$ cat src/rtl/bip_debug_unit.sv
// bip_debug_unit
// Run controller and result reporter for the BIP processor. Starts a program
// run by raising o_bip_valid, counts run cycles, detects the HALT opcode and
// then streams a 6-byte result frame (pc, acc, cycle count; MSB first) to a
// byte-wide UART transmitter over a valid/ready handshake.
//
// Ports:
//   i_clock        system clock
//   i_reset        asynchronous active-high reset
//   i_start        run request, honoured only while idle
//   i_instruction  instruction word presented by the BIP
//   i_pc           BIP program counter
//   i_acc          BIP accumulator
//   i_tx_ready     UART transmitter can accept a byte
//   o_bip_valid    enables the BIP to advance (high while running)
//   o_tx_data      current frame byte
//   o_tx_valid     o_tx_data is valid (high while sending)
//   o_busy         high while running or sending
module bip_debug_unit #(
  parameter int unsigned             NB_DATA            = 16,
  parameter int unsigned             NB_OPCODE          = 5,
  parameter int unsigned             LOG2_N_INSMEM_ADDR = 11,
  parameter int unsigned             NB_CYCLE_CNT       = 16,
  parameter logic [NB_OPCODE-1:0]    HALT_OPCODE        = '0,
  parameter int unsigned             HALT_MASK          = 2
) (
  input  logic                          i_clock,
  input  logic                          i_reset,
  input  logic                          i_start,
  input  logic [NB_DATA-1:0]            i_instruction,
  input  logic [LOG2_N_INSMEM_ADDR-1:0] i_pc,
  input  logic [NB_DATA-1:0]            i_acc,
  input  logic                          i_tx_ready,
  output logic                          o_bip_valid,
  output logic [7:0]                    o_tx_data,
  output logic                          o_tx_valid,
  output logic                          o_busy
);

  typedef enum logic [1:0] {
    IDLE = 2'd0,
    RUN  = 2'd1,
    SEND = 2'd2
  } state_t;

  // The run index only needs to reach HALT_MASK; it saturates there so long
  // runs never wrap back into the masked window.
  localparam int unsigned NB_RUN_IDX = $clog2(HALT_MASK + 1) + 1;
  localparam logic [NB_RUN_IDX-1:0] MASK_LIM = NB_RUN_IDX'(HALT_MASK);

  state_t                  state;
  logic [NB_RUN_IDX-1:0]   run_idx;
  logic [NB_CYCLE_CNT-1:0] cycle_cnt;
  logic [2:0]              byte_idx;
  logic [15:0]             cap_pc;
  logic [NB_DATA-1:0]      cap_acc;
  logic [15:0]             cap_cnt;

  logic [NB_OPCODE-1:0]    opcode;
  logic                    past_mask;
  logic                    halt;
  logic [NB_CYCLE_CNT-1:0] cnt_inc;

  logic unused_instr_bits;
  assign unused_instr_bits = ^i_instruction[NB_DATA-NB_OPCODE-1:0];

  assign opcode    = i_instruction[NB_DATA-1 -: NB_OPCODE];
  assign past_mask = (run_idx >= MASK_LIM);
  assign halt      = (state == RUN) && past_mask && (opcode == HALT_OPCODE);

  // cycle_cnt holds completed RUN cycles; cnt_inc is the count including the
  // current cycle, saturating at all-ones.
  assign cnt_inc = (cycle_cnt == '1) ? cycle_cnt
                                     : cycle_cnt + NB_CYCLE_CNT'(1);

  always_ff @(posedge i_clock or posedge i_reset) begin
    if (i_reset) begin
      state     <= IDLE;
      run_idx   <= '0;
      cycle_cnt <= '0;
      byte_idx  <= '0;
      cap_pc    <= '0;
      cap_acc   <= '0;
      cap_cnt   <= '0;
    end else begin
      case (state)
        IDLE: begin
          if (i_start) begin
            state     <= RUN;
            run_idx   <= '0;
            cycle_cnt <= '0;
            byte_idx  <= '0;
          end
        end
        RUN: begin
          cycle_cnt <= cnt_inc;
          if (!past_mask) begin
            run_idx <= run_idx + NB_RUN_IDX'(1);
          end
          if (halt) begin
            cap_pc   <= 16'(i_pc);
            cap_acc  <= i_acc;
            cap_cnt  <= 16'(cnt_inc);
            byte_idx <= '0;
            state    <= SEND;
          end
        end
        SEND: begin
          if (i_tx_ready) begin
            if (byte_idx == 3'd5) begin
              byte_idx <= '0;
              state    <= IDLE;
            end else begin
              byte_idx <= byte_idx + 3'd1;
            end
          end
        end
        default: state <= IDLE;
      endcase
    end
  end

  assign o_bip_valid = (state == RUN);
  assign o_tx_valid  = (state == SEND);
  assign o_busy      = (state != IDLE);

  // Byte select from registered index and captures; forced to zero outside
  // SEND so the bus is quiet while idle.
  always_comb begin
    o_tx_data = '0;
    if (state == SEND) begin
      case (byte_idx)
        3'd0:    o_tx_data = cap_pc[15:8];
        3'd1:    o_tx_data = cap_pc[7:0];
        3'd2:    o_tx_data = cap_acc[15:8];
        3'd3:    o_tx_data = cap_acc[7:0];
        3'd4:    o_tx_data = cap_cnt[15:8];
        3'd5:    o_tx_data = cap_cnt[7:0];
        default: o_tx_data = '0;
      endcase
    end
  end

endmodule

$ cat config.mk
export PLATFORM = sky130hd
export DESIGN_NAME = bip_debug_unit
export DESIGN_NICKNAME = d
export VERILOG_FILES = /design/src/rtl/bip_debug_unit.sv
export SDC_FILE = /design/constraint.sdc
export NUM_CORES = 1
export LEC_CHECK = 0
export CAP_MARGIN = 10
export CORE_ASPECT_RATIO = 0.9
export CORE_MARGIN = 2
export CORE_UTILIZATION = 44
export CTS_CLUSTER_DIAMETER = 80
export CTS_CLUSTER_SIZE = 40
export DETAILED_ROUTE_END_ITERATION = 8
export DONT_BUFFER_PORTS = 1
export PLACE_DENSITY = 0.6
export REMOVE_ABC_BUFFERS = 1
export SYNTH_ARGS = -nofsm -noshare
export SYNTH_HDL_FRONTEND = slang
export SYNTH_SLANG_ARGS = --single-unit
$ cat constraint.sdc
create_clock -name i_clock -period 5.07 [get_ports i_clock]
set_input_delay 0.507 -clock i_clock [delete_from_list [all_inputs] [get_ports i_clock]]
set_output_delay 0.507 -clock i_clock [all_outputs]
set_load 0.02 [all_outputs]
# ---- Word level (Yosys, flattened, before mapping)
# Index checks and enable logic that the tools add are counted.
dict set report totals {
  reg_bits 67
  in_bits 47
  output_inout_bits 11
  wordCells 54
}
dict set report classes {
  add_sub_neg 3
  magnitude_cmp 1
  eq_ne 13
  mux 17
  reduce_logical 13
}
# op n
set op_table {}
lappend op_table {{8-bit one-hot mux with 6 select lines} 1}
lappend op_table {{16-bit two-way mux} 2}
lappend op_table {{16-bit one-hot mux with 2 select lines} 1}
lappend op_table {{16-bit by 1-bit adder with 16-bit output (second input constant)} 1}
lappend op_table {{16-bit == test (second input constant)} 1}
lappend op_table {{3-bit two-way mux} 5}
lappend op_table {{3-bit one-hot mux with 3 select lines} 1}
lappend op_table {{2-bit two-way mux} 4}
lappend op_table {{8-bit two-way mux} 1}
lappend op_table {{4-bit AND reduction} 2}
lappend op_table {{3-bit by 1-bit adder with 3-bit output (second input constant)} 2}
lappend op_table {{3-bit by 2-bit == test with 1-bit output (second input constant)} 2}
lappend op_table {{3-bit == test (second input constant)} 2}
lappend op_table {{2-bit != test (second input constant)} 3}
lappend op_table {{2-bit one-hot mux with 3 select lines} 1}
lappend op_table {{3-bit one-hot mux with 2 select lines} 1}
lappend op_table {{5-bit logical NOT} 1}
lappend op_table {{2-bit by 1-bit != test with 1-bit output (second input constant)} 2}
lappend op_table {{2-bit AND reduction} 2}
lappend op_table {{2-bit nonzero test} 2}
lappend op_table {{3-bit by 1-bit == test with 1-bit output (second input constant)} 1}
lappend op_table {{3-bit by 2-bit greater-or-equal comparator with 1-bit output (second input constant)} 1}
lappend op_table {{3-bit logical NOT} 1}
lappend op_table {{3-bit AND reduction} 1}
lappend op_table {{5 further kinds} 6}

# ---- Depth between registers and ports, before layout
# Gate-level depths: netlist of run 1.
dict set report logic_depth {
  word_depth 5
  mapped_depth 8
  ltp_nobuf 7
}

# ---- Worst setup path after synthesis of run 1
# OpenSTA, ideal clock, no wires.
dict set report synth_timing {
  kind {reg2out}
  start {register byte_idx[0]}
  end {output port o_tx_data[0]}
  arrival_time_ns 1.759
  slack_ns 2.804
  path_stages_with_launch 9
  n_path_buf 3
  path_cell_list {dfrtp_1 > buf_2 > nor2b_1 > clkbuf_1 > and2_0 > clkbuf_1 > a222oi_1 > a21boi_0 > nor2_1}
}
dict set report synth_via {
  elab_chain_len 3
}
# element line
set synth_lines {}
lappend synth_lines {{start: declaration} 54} ;# logic [2:0] byte_idx;
lappend synth_lines {{start signal: assignment} 114} ;# byte_idx <= byte_idx + 3'd1;
lappend synth_lines {{3-bit == test, or another cell as far along} 132} ;# case (byte_idx)
lappend synth_lines {{8-bit one-hot mux with 6 select lines *} 132}
lappend synth_lines {{8-bit two-way mux *} 131} ;# if (state == SEND) begin
lappend synth_lines {{end: declaration} 35} ;# output logic [7:0] o_tx_data,
# Every way passes the cells marked *; elsewhere a longest branch is shown, timed or not.

# ---- Final worst setup path of run 1
# Same ends and word-level chain as after synthesis.

==> flow_metrics.env, run 1 <==
export IMPL_status="finished, final reports clean"
export IMPL_grt_usage=0.194
export IMPL_combinationalPowerShare=0.171
export IMPL_r2r_slack_ns=2.17
export IMPL_ys_types=52
export IMPL_slowest_stage="nor2b_1"
export IMPL_timing_final_ws_setup_ns=1.86
export IMPL_power_switching_mw=0.455
export IMPL_die_h_um=87.7
export IMPL_synth_seq_area_share=0.489
export IMPL_flow_area_growth_from_synthesis_pct=6.86
export IMPL_grt_ovfl_total=0
export IMPL_reg2reg_depth=7
export IMPL_hold_viol=0
export IMPL_hp_class="input pin to flip-flop"
export IMPL_critPathMaxFanout=10
export IMPL_fin_tns_setup_ns=0
export IMPL_crit_chain="nor2b_1, and2_0, a222oi_1, a21boi_0, nor2_1"
export IMPL_fin_hold_ws_ns=0.257
export IMPL_yosysTopAreaCell="dfrtp_1"
export IMPL_post_cts_buffers=0
export IMPL_drt_initial_drc_count=208
export IMPL_required_ns=4.56
export IMPL_final_seq_area_um2=1680
export IMPL_wl_per_cell_um=15.4
export IMPL_r2r_start="state[1]$_DFFE_PP0P_"
export IMPL_ys_warn_count=0
export IMPL_hold_buffers=0
export IMPL_num_vias=2673
export IMPL_ys_ff_latch=67
export IMPL_dieArea_um2=8510
export IMPL_final_layout_size_suffix_gt1_frac=0.0783
export IMPL_synth_commonest_cells="nand2_1 (131), dfrtp_1 (67), a21oi_1 (29)"
export IMPL_period_needed_ns=3.21
export IMPL_postRouteAntennaNets=0
export IMPL_nNetsFinal=442
export IMPL_p_int_mw=1.01
export IMPL_die_w_um=97.0
export IMPL_gp_congestion=0.840
export IMPL_numCtsBuffers=9
export IMPL_yosys_area_top_type_share=0.489
export IMPL_ios=58
export IMPL_pwr_share_seq=0.522
export IMPL_cts_tree="yes"
export IMPL_dp_slack_ns=2.19
export IMPL_slew_viol_final=0
export IMPL_finalSetupViolCount=0
export IMPL_nFillCells=733
export IMPL_cp_arrival_ns=2.70
export IMPL_post_cts_resized=0
export IMPL_grt_pass1_vias=2641
export IMPL_critPathMaxStageDelay_ns=0.61
export IMPL_yosysMostFrequentCell="nand2_1"
export IMPL_netlist_area_um2=3430
export IMPL_hold_path_depth=2
export IMPL_whs_endpoint="cap_pc[4]$_DFFE_PP0P_"
export IMPL_tightestPinTransition_ns=0.871
export IMPL_hp_start="i_pc[4]"
export IMPL_syn_inst=401
export IMPL_synthFlopType="dfrtp_1"
export IMPL_cts_path_max_buffers=2
export IMPL_antenna_found_initial=0
export IMPL_rsz0062_at_grt="no"
export IMPL_grt_pass1_wl_um=13200
export IMPL_p_clk_frac=0.307
export IMPL_critical_path_class="flip-flop to primary output"
export IMPL_cts_sinks=67
export IMPL_critPathCaptureType="primary output"
export IMPL_start_kind="flip-flop"
export IMPL_drv_cap=0
export IMPL_maxSlewHeadroom=0.416
export IMPL_hpwl_um=5150
export IMPL_via_per_inst=5.43
export IMPL_cp_num_buf_inv=0
export IMPL_r2r_end="byte_idx[2]$_DFFE_PP0P_"
export IMPL_clock_skew_ns=0.00943
export IMPL_synth_async_reset_ratio=1.00
export IMPL_synth_area_leaders="dfrtp_1 (49%), nand2_1 (14%), a21oi_1 (4.2%)"
export IMPL_core_area_um2=7540
export IMPL_grt_max_degree=68
export IMPL_root_buffer="clkbuf_8"
export IMPL_drc=0
export IMPL_start_util=0.454
export IMPL_path_clk_slew_ns=0.08
export IMPL_io_buffers=0
export IMPL_worstSkewPairLatency_ns=0.35
export IMPL_drt_wl_total_um=7570
export IMPL_drt_first_pass_iters=4
export IMPL_cpLargestDelayFamily="simple AND/OR/NAND/NOR gates"
export IMPL_swShare=0.310
export IMPL_leakagePower_nw=1.67
export IMPL_multiInputGateArea_um2=1610
export IMPL_htree_levels=3
export IMPL_synth_edff_count=0
export IMPL_fmax_ghz=0.311
export IMPL_rows=30
export IMPL_ir_worst_vdd_uv=150
export IMPL_avgSynthCellArea_um2=8.55
export IMPL_power_density_nw_per_um2=400
export IMPL_diodes=0
export IMPL_finalCritPeriodShare=0.633
## sequential cells by signal (all words and copies together), names as in the netlist
name       flops
byte_idx       3
cap_acc       16
cap_cnt       16
cap_pc        11
cycle_cnt     16
run_idx        3
state          2
## routing by layer
layer | GRT usage | wire [um]
met1 | 0.263 | 3700
met2 | 0.306 | 3450
met3 | 0.0623 | 367
met4 | 0.0461 | 56
met5 | 0 | 0
## area by class of cell
class                           count  share of cell area
Sequential cell                    67               0.458
Multi-Input combinational cell    302               0.440
Clock buffer                       10              0.0376
Tap cell                           96              0.0328
Clock inverter                      6              0.0178
Inverter                            8             0.00820
Timing Repair Buffer                3             0.00615
## power by group through the flow
stage               sequential [mW]  combinational [mW]  clock, mW
CTS                           0.765               0.256      0.463
global placement              0.770               0.243          0
global route                  0.786               0.300      0.488
detailed placement            0.773               0.256          0
floorplan                     0.742               0.209          0
finish                        0.766               0.250      0.450
## through the flow
stage / power (mW) / cells / area [um2] / util
2_1_floorplan: 0.952 / 377 / 3320 / -
3_3_place_gp: 1.01 / 476 / 3460 / 0.459
3_5_place_dp: 1.03 / 476 / 3460 / 0.459
4_1_cts: 1.48 / 492 / 3660 / 0.486
5_1_grt: 1.57 / 492 / 3660 / 0.486
6_report: 1.47 / 492 / 3660 / 0.486
## worst max-delay path by stage
stage | from | endpoint | slack (ns) | depth (start not counted)
final | byte_idx[0]$_DFFE_PP0P_ | o_tx_data[0] | 1.86 | 5
after global routing | byte_idx[0]$_DFFE_PP0P_ | o_tx_data[0] | 1.66 | 5
after CTS | byte_idx[0]$_DFFE_PP0P_ | o_tx_data[0] | 1.85 | 5
after detailed placement | state[1]$_DFFE_PP0P_ | byte_idx[2]$_DFFE_PP0P_ | 2.19 | 7
after global placement | state[1]$_DFFE_PP0P_ | byte_idx[2]$_DFFE_PP0P_ | 2.20 | 7
after floorplan | state[1]$_DFFE_PP0P_ | cap_cnt[6]$_DFFE_PP0P_ | 2.13 | 5
## layout by cell type, fill, tap and decap left out, drive strengths merged, types with 5 or more instances in the layout
cell | netlist | routed
clkbuf | 12 | 10
nor3 | 6 | 6
o21ai | 27 | 27
nor2 | 17 | 17
dfrtp | 67 | 67
nand2b | 5 | 5
a31oi | 6 | 6
nand2 | 131 | 131
a222oi | 6 | 6
nand4 | 5 | 5
a21oi | 29 | 29
a22o | 5 | 5
and4 | 5 | 5
nand3 | 6 | 6
inv | 6 | 6
## logic make-up (layout without fill, tap and decap cells)
| family | count (synthesis) | in the layout | synth area share |
|---|---|---|---|
| AOI/OAI and AO/OA | 92 | 92 | 0.167 |
| xor gates and xnor gates | 7 | 7 | 0.0179 |
| adders and majority gates | 4 | 4 | 0.0146 |
| buffers and inverters | 32 | 27 | 0.0409 |
| DFF | 67 | 67 | 0.489 |
| muxes | 5 | 5 | 0.0190 |
| and+or+nand+nor | 194 | 194 | 0.251 |
Note: power is estimated with default switching activity, not from simulation.
==> inputs of run 2 (changes only) <==
- clock period: 5.07 -> 3.26 ns (I/O delays scaled with it)
==> run 2 against run 1 <==
  * Final cell count grew 0.61%
  * Cell area grew 0.85%
  * Clock-buffer cell count grew 1
  * Critical path depth is the same
  * First-iteration DRC count shrank 39%
  * Clock power grew 63%
==> flow_metrics.env, run 2 (synthesis results as in run 1) <==
export IMPL_critical_path_class="flip-flop to primary output"
export IMPL_drc=0
export IMPL_cts_path_max_buffers=2
export IMPL_flow_area_growth_from_synthesis_pct=7.77
export IMPL_slowest_stage="nor3_1"
export IMPL_start_kind="flip-flop"
export IMPL_grt_usage=0.190
export IMPL_io_buffers=0
export IMPL_dieArea_um2=8510
export IMPL_status="finished, final reports clean"
export IMPL_hold_buffers=0
export IMPL_final_cell_mix="nand2_1 (131), dfrtp_1 (67), a21oi_1 (29)"
export IMPL_grt_ovfl_total=0
export IMPL_cts_tree="yes"
export IMPL_power_density_nw_per_um2=628
export IMPL_drt_initial_drc_count=127
export IMPL_grt_pass1_wl_um=12800
export IMPL_dp_cells=479
export IMPL_fmax_ghz=0.352
export IMPL_die_w_um=97.0
export IMPL_post_cts_resized=0
export IMPL_path_clk_slew_ns=0.08
export IMPL_fin_area_um2=3690
export IMPL_critPathCaptureType="primary output"
export IMPL_cp_arrival_ns=2.52
export IMPL_start_util=0.454
export IMPL_layout_cells_non_filler=495
export IMPL_worstSkewPairLatency_ns=0.35
export IMPL_rsz0062_at_grt="no"
export IMPL_die_h_um=87.7
export IMPL_fin_tns_setup_ns=0
export IMPL_htree_levels=3
export IMPL_reg_largest_list="cap_acc (16), cap_cnt (16), cycle_cnt (16)"
export IMPL_maxSlewHeadroom=0.325
export IMPL_core_area_um2=7540
export IMPL_hold_viol=0
export IMPL_hp_class="input pin to flip-flop"
export IMPL_drt_first_pass_iters=4
export IMPL_grt_pass1_vias=2594
export IMPL_gp_congestion=0.805
export IMPL_cts_sinks=67
export IMPL_nNetsFinal=445
export IMPL_post_cts_buffers=0
export IMPL_critPathMaxStageDelay_ns=0.64
export IMPL_slew_viol_final=0
export IMPL_grt_max_degree=57
export IMPL_final_util=0.490
export IMPL_finalPower_mw=2.32
export IMPL_wl_per_cell_um=15.7
export IMPL_ios=58
export IMPL_placedInstanceArea_um2=3480
export IMPL_drt_wl_total_um=7770
export IMPL_ir_worst_vdd_uv=238
export IMPL_drv_cap=0
export IMPL_final_layout_size_suffix_gt1_frac=0.0852
export IMPL_clock_skew_ns=0.00875
export IMPL_critPathMaxFanout=10
export IMPL_period_needed_ns=2.84
export IMPL_hpwl_um=5370
export IMPL_num_vias=2742
export IMPL_via_per_inst=5.54
export IMPL_antenna_found_initial=0
export IMPL_leakagePower_nw=1.70
export IMPL_final_common_cell="nand2_1"
export IMPL_diodes=0
export IMPL_finalCritPeriodShare=0.872
export IMPL_finalSetupViolCount=0
export IMPL_required_ns=2.93
export IMPL_numCtsBuffers=9
export IMPL_postRouteAntennaNets=0
export IMPL_tightestPinTransition_ns=1.01
export IMPL_root_buffer="clkbuf_8"
export IMPL_crit_chain="clkinv_1, nor3_1, a222oi_1, a21boi_0, nor2_1"
export IMPL_rows=30
[run 2: cell types whose count changed in the layout (fill, tap and decap cells not counted)]
cell	previous run	this run
clkinv_4	0	1
clkbuf_8	10	11
buf_4	3	6
inv_6	0	1
clkinvlp_4	4	1
[run 2: metrics by stage]
stage,worst slack (ns),hold WS [ns]
floorplan,0.321,0.431
global placement,0.790,0.434
detailed placement,0.755,0.437
CTS,0.366,0.0610
global route,0.192,0.0703
finish,0.418,0.0778
[run 2: final timing paths]
| path | endpoint | slack, ns | cells past startpoint | startpoint |
|---|---|---|---|---|
| worst max-delay path | o_tx_data[0] | 0.42 | 5 | byte_idx[2]$_DFFE_PP0P_ |
| worst min-delay path | cap_acc[5]$_DFFE_PP0P_ | 0.08 | 2 | i_acc[5] |
| worst max register to register | cycle_cnt[10]$_DFFE_PP0P_ | 0.82 | 6 | cycle_cnt[0]$_DFFE_PP0P_ |
| worst min register to register | cap_acc[12]$_DFFE_PP0P_ | 0.48 | 2 | cap_acc[12]$_DFFE_PP0P_ |
| max in group asynchronous | cycle_cnt[0]$_DFFE_PP0P_ | 2.32 | 2 | i_reset |
| min in group asynchronous | cap_pc[9]$_DFFE_PP0P_ | 0.09 | 1 | i_reset |
[run 2: power by group]
part           switching (mW)  total, mW  internal, mW
clock                   0.337      0.735         0.398
sequential              0.162       1.19          1.03
combinational           0.221      0.398         0.177
total                   0.720       2.32          1.60
[run 2: final cells by class]
cell class,count,area [um2]
fill,727,3850
clock buffer,11,151
clock inverter,5,60.1
inverter,8,30.0
multi-input combinational,302,1610
tap,96,120
sequential,67,1680
timing repair buffer,6,45.0
[run 2: worst max-delay path: cells and delay by family (launching register included)]
kind	cells	cell delay [ns]
flops	1	0.51
buf+inv	1	0.34
simple gates	2	0.98
compound gates	2	0.34
[run 2: routing by layer]
| layer | share of wire | GRT usage |
|---|---|---|
| met4 | 0.018 | 0.0807 |
| met3 | 0.037 | 0.0407 |
| met5 | 0 | 0 |
| met2 | 0.45 | 0.293 |
| met1 | 0.49 | 0.262 |
